File: src/rtl/alu_cmd_ctrl.sv
// Command-side ALU controller: collects a 4-byte UART frame (header, A, B, function),
// issues one ALU operation and returns the 16-bit result as two bytes, low byte first.
module alu_cmd_ctrl #(
  parameter int unsigned       DATA_W  = 8,
  parameter int unsigned       ALU_OP  = 4,
  parameter logic [DATA_W-1:0] CMD_HDR = 8'hCC,
  parameter int unsigned       TIMEOUT = 16
) (
  input  logic                Clk,
  input  logic                Reset_n,
  input  logic [DATA_W-1:0]   RxData,
  input  logic                RxValid,
  output logic                AluEnable,
  output logic [ALU_OP-1:0]   AluFun,
  output logic [DATA_W-1:0]   AluOpA,
  output logic [DATA_W-1:0]   AluOpB,
  input  logic [2*DATA_W-1:0] AluOut,
  input  logic                AluOutValid,
  output logic [DATA_W-1:0]   TxData,
  output logic                TxValid,
  input  logic                TxReady,
  output logic                Busy,
  output logic                Error
);

  localparam int unsigned CNT_W = (TIMEOUT > 2) ? $clog2(TIMEOUT) : 1;

  typedef enum logic [2:0] {
    StIdle, StGetA, StGetB, StGetFun, StAluEn, StAluWait, StTxLo, StTxHi
  } state_e;

  state_e              state_q, state_d;
  logic [CNT_W-1:0]    cnt_q, cnt_d;
  logic [DATA_W-1:0]   res_hi_q, res_hi_d;
  logic [ALU_OP-1:0]   fun_q, fun_d;
  logic [DATA_W-1:0]   opa_q, opa_d;
  logic [DATA_W-1:0]   opb_q, opb_d;
  logic [DATA_W-1:0]   tx_data_q, tx_data_d;
  logic                tx_valid_q, tx_valid_d;
  logic                alu_en_q, alu_en_d;
  logic                busy_q, busy_d;
  logic                error_q, error_d;

  always_comb begin
    state_d    = state_q;
    cnt_d      = cnt_q;
    res_hi_d   = res_hi_q;
    fun_d      = fun_q;
    opa_d      = opa_q;
    opb_d      = opb_q;
    tx_data_d  = tx_data_q;
    tx_valid_d = tx_valid_q;
    error_d    = 1'b0;

    case (state_q)
      StIdle: begin
        if (RxValid && (RxData == CMD_HDR)) state_d = StGetA;
      end
      StGetA: begin
        if (RxValid) begin
          opa_d   = RxData;
          state_d = StGetB;
        end
      end
      StGetB: begin
        if (RxValid) begin
          opb_d   = RxData;
          state_d = StGetFun;
        end
      end
      StGetFun: begin
        if (RxValid) begin
          fun_d   = RxData[ALU_OP-1:0];
          state_d = StAluEn;
        end
      end
      StAluEn: begin
        cnt_d   = '0;
        state_d = StAluWait;
      end
      StAluWait: begin
        if (AluOutValid) begin
          res_hi_d   = AluOut[2*DATA_W-1:DATA_W];
          tx_data_d  = AluOut[DATA_W-1:0];
          tx_valid_d = 1'b1;
          state_d    = StTxLo;
        end else if (cnt_q == CNT_W'(TIMEOUT - 2)) begin
          // Registered Error then lands exactly TIMEOUT cycles after AluEnable.
          error_d = 1'b1;
          state_d = StIdle;
        end else begin
          cnt_d = cnt_q + CNT_W'(1);
        end
      end
      StTxLo: begin
        if (tx_valid_q && TxReady) begin
          tx_data_d = res_hi_q;
          state_d   = StTxHi;
        end
      end
      StTxHi: begin
        if (tx_valid_q && TxReady) begin
          tx_valid_d = 1'b0;
          state_d    = StIdle;
        end
      end
      default: state_d = StIdle;
    endcase

    alu_en_d = (state_d == StAluEn);
    busy_d   = (state_d != StIdle);
  end

  always_ff @(posedge Clk or negedge Reset_n) begin
    if (!Reset_n) begin
      state_q    <= StIdle;
      cnt_q      <= '0;
      res_hi_q   <= '0;
      fun_q      <= '0;
      opa_q      <= '0;
      opb_q      <= '0;
      tx_data_q  <= '0;
      tx_valid_q <= 1'b0;
      alu_en_q   <= 1'b0;
      busy_q     <= 1'b0;
      error_q    <= 1'b0;
    end else begin
      state_q    <= state_d;
      cnt_q      <= cnt_d;
      res_hi_q   <= res_hi_d;
      fun_q      <= fun_d;
      opa_q      <= opa_d;
      opb_q      <= opb_d;
      tx_data_q  <= tx_data_d;
      tx_valid_q <= tx_valid_d;
      alu_en_q   <= alu_en_d;
      busy_q     <= busy_d;
      error_q    <= error_d;
    end
  end

  assign AluEnable = alu_en_q;
  assign AluFun    = fun_q;
  assign AluOpA    = opa_q;
  assign AluOpB    = opb_q;
  assign TxData    = tx_data_q;
  assign TxValid   = tx_valid_q;
  assign Busy      = busy_q;
  assign Error     = error_q;

endmodule
File: config.mk
export PLATFORM = sky130hd
export DESIGN_NAME = alu_cmd_ctrl
export DESIGN_NICKNAME = d
export VERILOG_FILES = /design/src/rtl/alu_cmd_ctrl.sv
export SDC_FILE = /design/constraint.sdc
export NUM_CORES = 1
export LEC_CHECK = 0
export ABC_AREA = 1
export ABC_CLOCK_PERIOD_IN_PS = 1550
export CAP_MARGIN = 0
export CORE_MARGIN = 2
export CORE_UTILIZATION = 45
export CTS_CLUSTER_DIAMETER = 120
export CTS_CLUSTER_SIZE = 28
export DETAILED_ROUTE_END_ITERATION = 10
export HOLD_SLACK_MARGIN = 0.05
export PLACE_DENSITY_LB_ADDON = 0.3
export SYNTH_ARGS = -nofsm -noshare
export SYNTH_HDL_FRONTEND = slang
export SYNTH_SLANG_ARGS = --single-unit
File: constraint.sdc
create_clock -name Clk -period 1.55 [get_ports Clk]
set_clock_uncertainty 0.2 [all_clocks]
set_input_delay 0.31 -clock Clk [delete_from_list [all_inputs] [get_ports Clk]]
set_output_delay 0.31 -clock Clk [all_outputs]
set_load 0.05 [all_outputs]
# Word level (Yosys, flattened, before mapping)
# Index checks and enable logic that the tools add are counted.
# W data, S select, Z words.
[word_totals]
ff_bits = 47
latch_bits = 0
ramBits = 0
mem_count = 0
rom_bits = 0
in_bits = 29
elab_cells = 62
output_inout_bits = 32
[op_classes]
mux = 21
n_eq_ne = 15
div_mod_pow = 0
add_sub_neg = 1
order_cmp = 0
n_reduce_logical = 14
bitwise = 0
n_mul = 0
shifts = 0
[op_table]
columns = ["operator", "n"]
rows = [
  ["$mux W3", 8],
  ["$pmux W3 S8", 1],
  ["$mux W8", 2],
  ["$pmux W8 S2", 1],
  ["$eq A3 B3 Y1 const B", 5],
  ["$ne A2 B2 Y1 const B", 5],
  ["$reduce_and A3 Y1", 3],
  ["$eq A8 B8 Y1 const B", 1],
  ["$mux W4", 2],
  ["$pmux W4 S2", 1],
  ["$reduce_and A2 Y1", 4],
  ["$eq A3 B2 Y1 const B", 2],
  ["$reduce_bool A2 Y1", 3],
  ["$mux W1", 5],
  ["$add A4 B1 Y4 const B", 1],
  ["$eq A4 B4 Y1 const B", 1],
  ["$eq A3 B1 Y1 const B", 1],
  ["$logic_not A3 Y1", 1],
  ["$reduce_bool A3 Y1", 1],
  ["$logic_and A1 B1 Y1", 2],
  ["$pmux W1 S2", 1],
]

# Logic depth before layout (Yosys ltp)
[depth]
ltp_word = 5
mapped_depth = 9
mapped_depth_nobuf = 8

# Least setup slack after synthesis
# No wires, ideal clock.
[synth_timing]
path_type = "flip-flop to flip-flop"
start = "reg tx_valid_q (netlist: TxValid)"
end = "reg tx_data_q[5] (netlist: TxData[5])"
setup_time_ns = 0.073
setup_slack_ns = -0.135
period_less_slack_ns = 1.685
stages_incl_launch_ff = 6
required_time_ns = 1.277
n_path_buf = 1
arrival_ns = 1.412
cell_sequence = "dfrtp_1 nand2_1 o21ai_4 buf_8 nor2_2 a21oi_2"
[synth_via]
elab_chain_len = 3
[synth_rtl]
columns = ["item", "line_no", "rtl"]
rows = [
  ["from (decl)", "39", "logic tx_valid_q, tx_valid_d;"],
  ["from (signal assigned)", "135", "tx_valid_q <= tx_valid_d;"],
  ["$logic_and A1 B1 Y1", "96", "if (tx_valid_q && TxReady) begin"],
  ["$ne A2 B2 Y1 (no line)", "n/a", ""],
  ["$reduce_and A3 Y1 (no line)", "n/a", ""],
  ["to (signal assigned)", "134", "tx_data_q <= tx_data_d;"],
  ["to (decl)", "38", "logic [DATA_W-1:0] tx_data_q, tx_data_d;"],
]
# Every way passes these cells.
# A chain may end at the register's enable or synchronous reset.

# Worst setup path in the final report
[layout_timing]
start = "reg state_q[1]"
end = "reg opa_q[0] (netlist: AluOpA[0])"
[layout_via]
elab_chain_len = 2
[layout_rtl]
columns = ["item", "line_no", "rtl"]
rows = [
  ["from (decl)", "32", "state_e state_q, state_d;"],
  ["from (signal assigned)", "116", "state_q <= StIdle;"],
  ["from (signal assigned)", "128", "state_q <= state_d;"],
  ["$eq A3 B1 Y1", "55", "case (state_q)"],
  ["$reduce_and A2 Y1 (no line)", "n/a", ""],
  ["to (signal assigned)", "132", "opa_q <= opa_d;"],
  ["to (decl)", "36", "logic [DATA_W-1:0] opa_q, opa_d;"],
]
# Every way passes these cells.

==> results.json <==
{
  "dp_hpwl_um": 3456,
  "powerDensity_nw_per_um2": 590.8,
  "syn_area_um2": 2127,
  "die_area_um2": 5293,
  "viasPerCell": 5.065,
  "drtPass1Iterations": 6,
  "antenna_found_initial": 0,
  "wl_met1_um": 2240,
  "drive_above_1_share_pct": 36.10,
  "yosysWarnings": 0,
  "drt_wl_total_um": 5118,
  "max_slew.worst_pin.slew_ps": 251.0,
  "status": "finished, final reports clean",
  "std_cell_rows": 25,
  "clk_latency_ps": 300,
  "vias": 1859,
  "synth_xor_area_share_pct": 0,
  "placedInstanceArea_um2": 3219,
  "synth_top_area_share_pct": 55.29,
  "numPortBuffers": 60,
  "crit_path_end_kind": "flop",
  "overflow": 0,
  "grt_pass1_wl_um": 7962,
  "finalNonFillerCells": 367,
  "rsz0062_at_grt": "true",
  "tns_ps": 0,
  "max_slew_margin_pct": 83.27,
  "drc_errors": 0,
  "crit_slowest_cell": "dfrtp_2",
  "layout.nets": 344,
  "crit_buf_inv": 2,
  "die_h_um": 72.75,
  "synthMostInstantiatedCell": "dfrtp_1",
  "synthesis.nets": 261,
  "wl_met3_um": 323,
  "dp_cells": 353,
  "synthSimpleGateAreaFrac_pct": 20.88,
  "drv_cap": 0,
  "ir_drop_mv": 0.4983,
  "crit_required_ps": 1530,
  "ys_seq_area_share_pct": 55.29,
  "die_w_um": 72.75,
  "setup_viol": 0,
  "synth-seq-cells": 47,
  "finalWeightedCongestion": 0.8048,
  "initial_core_util_pct": 45.95,
  "top_layer": "met4",
  "fmax_ghz": 0.6526,
  "critical_path.max_stage_delay_ps": 460,
  "synth_compound_area_share_pct": 14.24,
  "hold_viol": 0,
  "crit_chain": "buf_6 -> nor3_4 -> nand2_2 -> buf_12 -> nand2_1 -> o21ai_2",
  "arrival_ps": 1510,
  "fin_area_um2": 3560,
  "cts_sinks": 47,
  "fin_crit_sh_pct": 98.87,
  "synth.distinct_cells": 29,
  "antenna_cells": 0,
  "wl_met2_um": 2512,
  "hp-class": "in2async",
  "cts_root_buffer": "clkbuf_8",
  "finalCriticalPeriod_ps": 1532,
  "worstRegToRegCells": 6,
  "synthArstFlopShare_pct": 100.0,
  "drt_iter0_markers": 143,
  "grt_pass1_vias": 1730,
  "cp.depth": 6,
  "synth_top_cells_by_count": "dfrtp_1, nand2_1, nor2_1",
  "core-area_um2": 4629,
  "worstSetupStartpointType": "flop",
  "drtAntennaViolNets": 0,
  "numCtsBuffers": 5,
  "synth_top_family_by_area": "simple AND/OR/NAND/NOR gates",
  "cp_max_fo": 8,
  "path_class": "reg2reg",
  "synthMuxAreaShare_pct": 0,
  "grt_max_degree": 48,
  "netlist_top_cells_area": "dfrtp_1, nand2_1, nor2_1, a21oi_1, inv_1",
  "synth_fa_ha_area_share_pct": 1.176,
  "synth_edf_count": 0,
  "yosysTopAreaCell": "dfrtp_1",
  "grtUsageTotal_pct": 19.27,
  "synthToLayoutAreaGrowth_pct": 67.35,
  "syn_inst": 230,
  "synthFlopType": "dfrtp_1",
  "critical-path-top-delay-family": "flip-flops",
  "path_clk_slew_ps": 90,
  "leakagePower_uw": 0.001673,
  "max-clock-path-buffers": 2,
  "synth_area_per_cell_um2": 9.248,
  "cts.htree.levels": 2,
  "ios": 61,
  "wire_per_inst_um": 13.95,
  "drv_slew": 0,
  "cts_tree": "done"
}
==> layout by cell type, fill, tap and decap left out, types with 4 or more instances in the layout <==
| cell | n |
|---|---|
| dfrtp_1 | 43 |
| clkdlybuf4s50_1 | 27 |
| buf_12 | 37 |
| nand2_1 | 38 |
| nand3_1 | 12 |
| nand2_2 | 5 |
| a21oi_2 | 11 |
| a21oi_1 | 9 |
| nor2_1 | 19 |
| o21ai_2 | 8 |
| clkbuf_8 | 6 |
| buf_4 | 11 |
| nor2_4 | 7 |
| o21ai_0 | 11 |
| inv_1 | 23 |
| buf_6 | 4 |
| o21ai_1 | 9 |
| dfrtp_2 | 4 |
==> per-stage QoR <==
stage / setup WS (ps) / util, % / hold WS, ps / power (uW)
3_3_place_gp: -178.7 / 69.54 / 112.1 / 1377
6_report: 17.59 / 76.89 / 313.8 / 2103
3_5_place_dp: -198.0 / 69.54 / 114.6 / 1378
5_1_grt: -62.71 / 76.89 / 333.1 / 2189
4_1_cts: 4.734 / 71.84 / 328.5 / 2113
2_1_floorplan: 34.34 / - / -185.6 / 1267
==> layer usage <==
metal / global-route usage, % / up-vias
met5: 0 / -
li1: - / 917
met4: 4.938 / 0
met1: 25.56 / 876
met3: 6.492 / 5
met2: 30.51 / 61
==> flip-flops by register name (all words and copies together), names as in the netlist <==
| name | count |
|---|---|
| res_hi_q | 8 |
| Busy | 1 |
| TxValid | 1 |
| state_q | 3 |
| AluEnable | 1 |
| AluOpB | 8 |
| TxData | 8 |
| Error | 1 |
| AluOpA | 8 |
| cnt_q | 4 |
| AluFun | 4 |
==> tightest hold or removal path, cell delays in order <==
cell and delay [ps]:
dlygate4sd3_1 520, buf_2 120, buf_12 250
==> power by group <==
group / switching, uW / internal [uW]
sequential: 0 / 1220
combinational: 59.8 / 73.6
clock: 394 / 351
==> cell families (layout without fill, tap and decap cells) <==
family | after synthesis | count (layout)
and+or+nand+nor | 97 | 97
AOI/OAI and AO/OA | 50 | 50
DFF | 47 | 47
buffers and inverters | 34 | 117
adders and majority gates | 2 | 2
==> worst paths after layout <==
path                                  start           to  slack, ps
min in group Clk                res_hi_q[4]  res_hi_q[4]        340
worst max register to register   state_q[1]    AluOpA[0]         20
worst min-delay path                Reset_n        Error        310
worst max-delay path             state_q[1]    AluOpA[0]         20
worst min register to register  res_hi_q[4]  res_hi_q[4]        340
max in group asynchronous           Reset_n   state_q[2]        600
==> repair_timing <==
| item | 4_1_cts | 5_1_grt |
|---|---|---|
| buffers inserted | 0 | 4 |
| endpoints found under the hold margin | 47 | 0 |
| pin swaps | 0 | 4 |
| cloned | 0 | 2 |
| setup endpoints to repair | 9 | 38 |
| hold buffers | 1 | 0 |
| gates resized for setup | 3 | 48 |
==> layout make-up <==
class	instances	area [um^2]
Multi-Input combinational cell	149	908.4
Fill cell	301	1070
Clock buffer	6	82.58
Tap cell	54	67.56
Clock inverter	1	5.005
Inverter	27	111.4
Sequential cell	47	1181
Timing Repair Buffer	83	1204
Power figures use the tool's default switching activity.
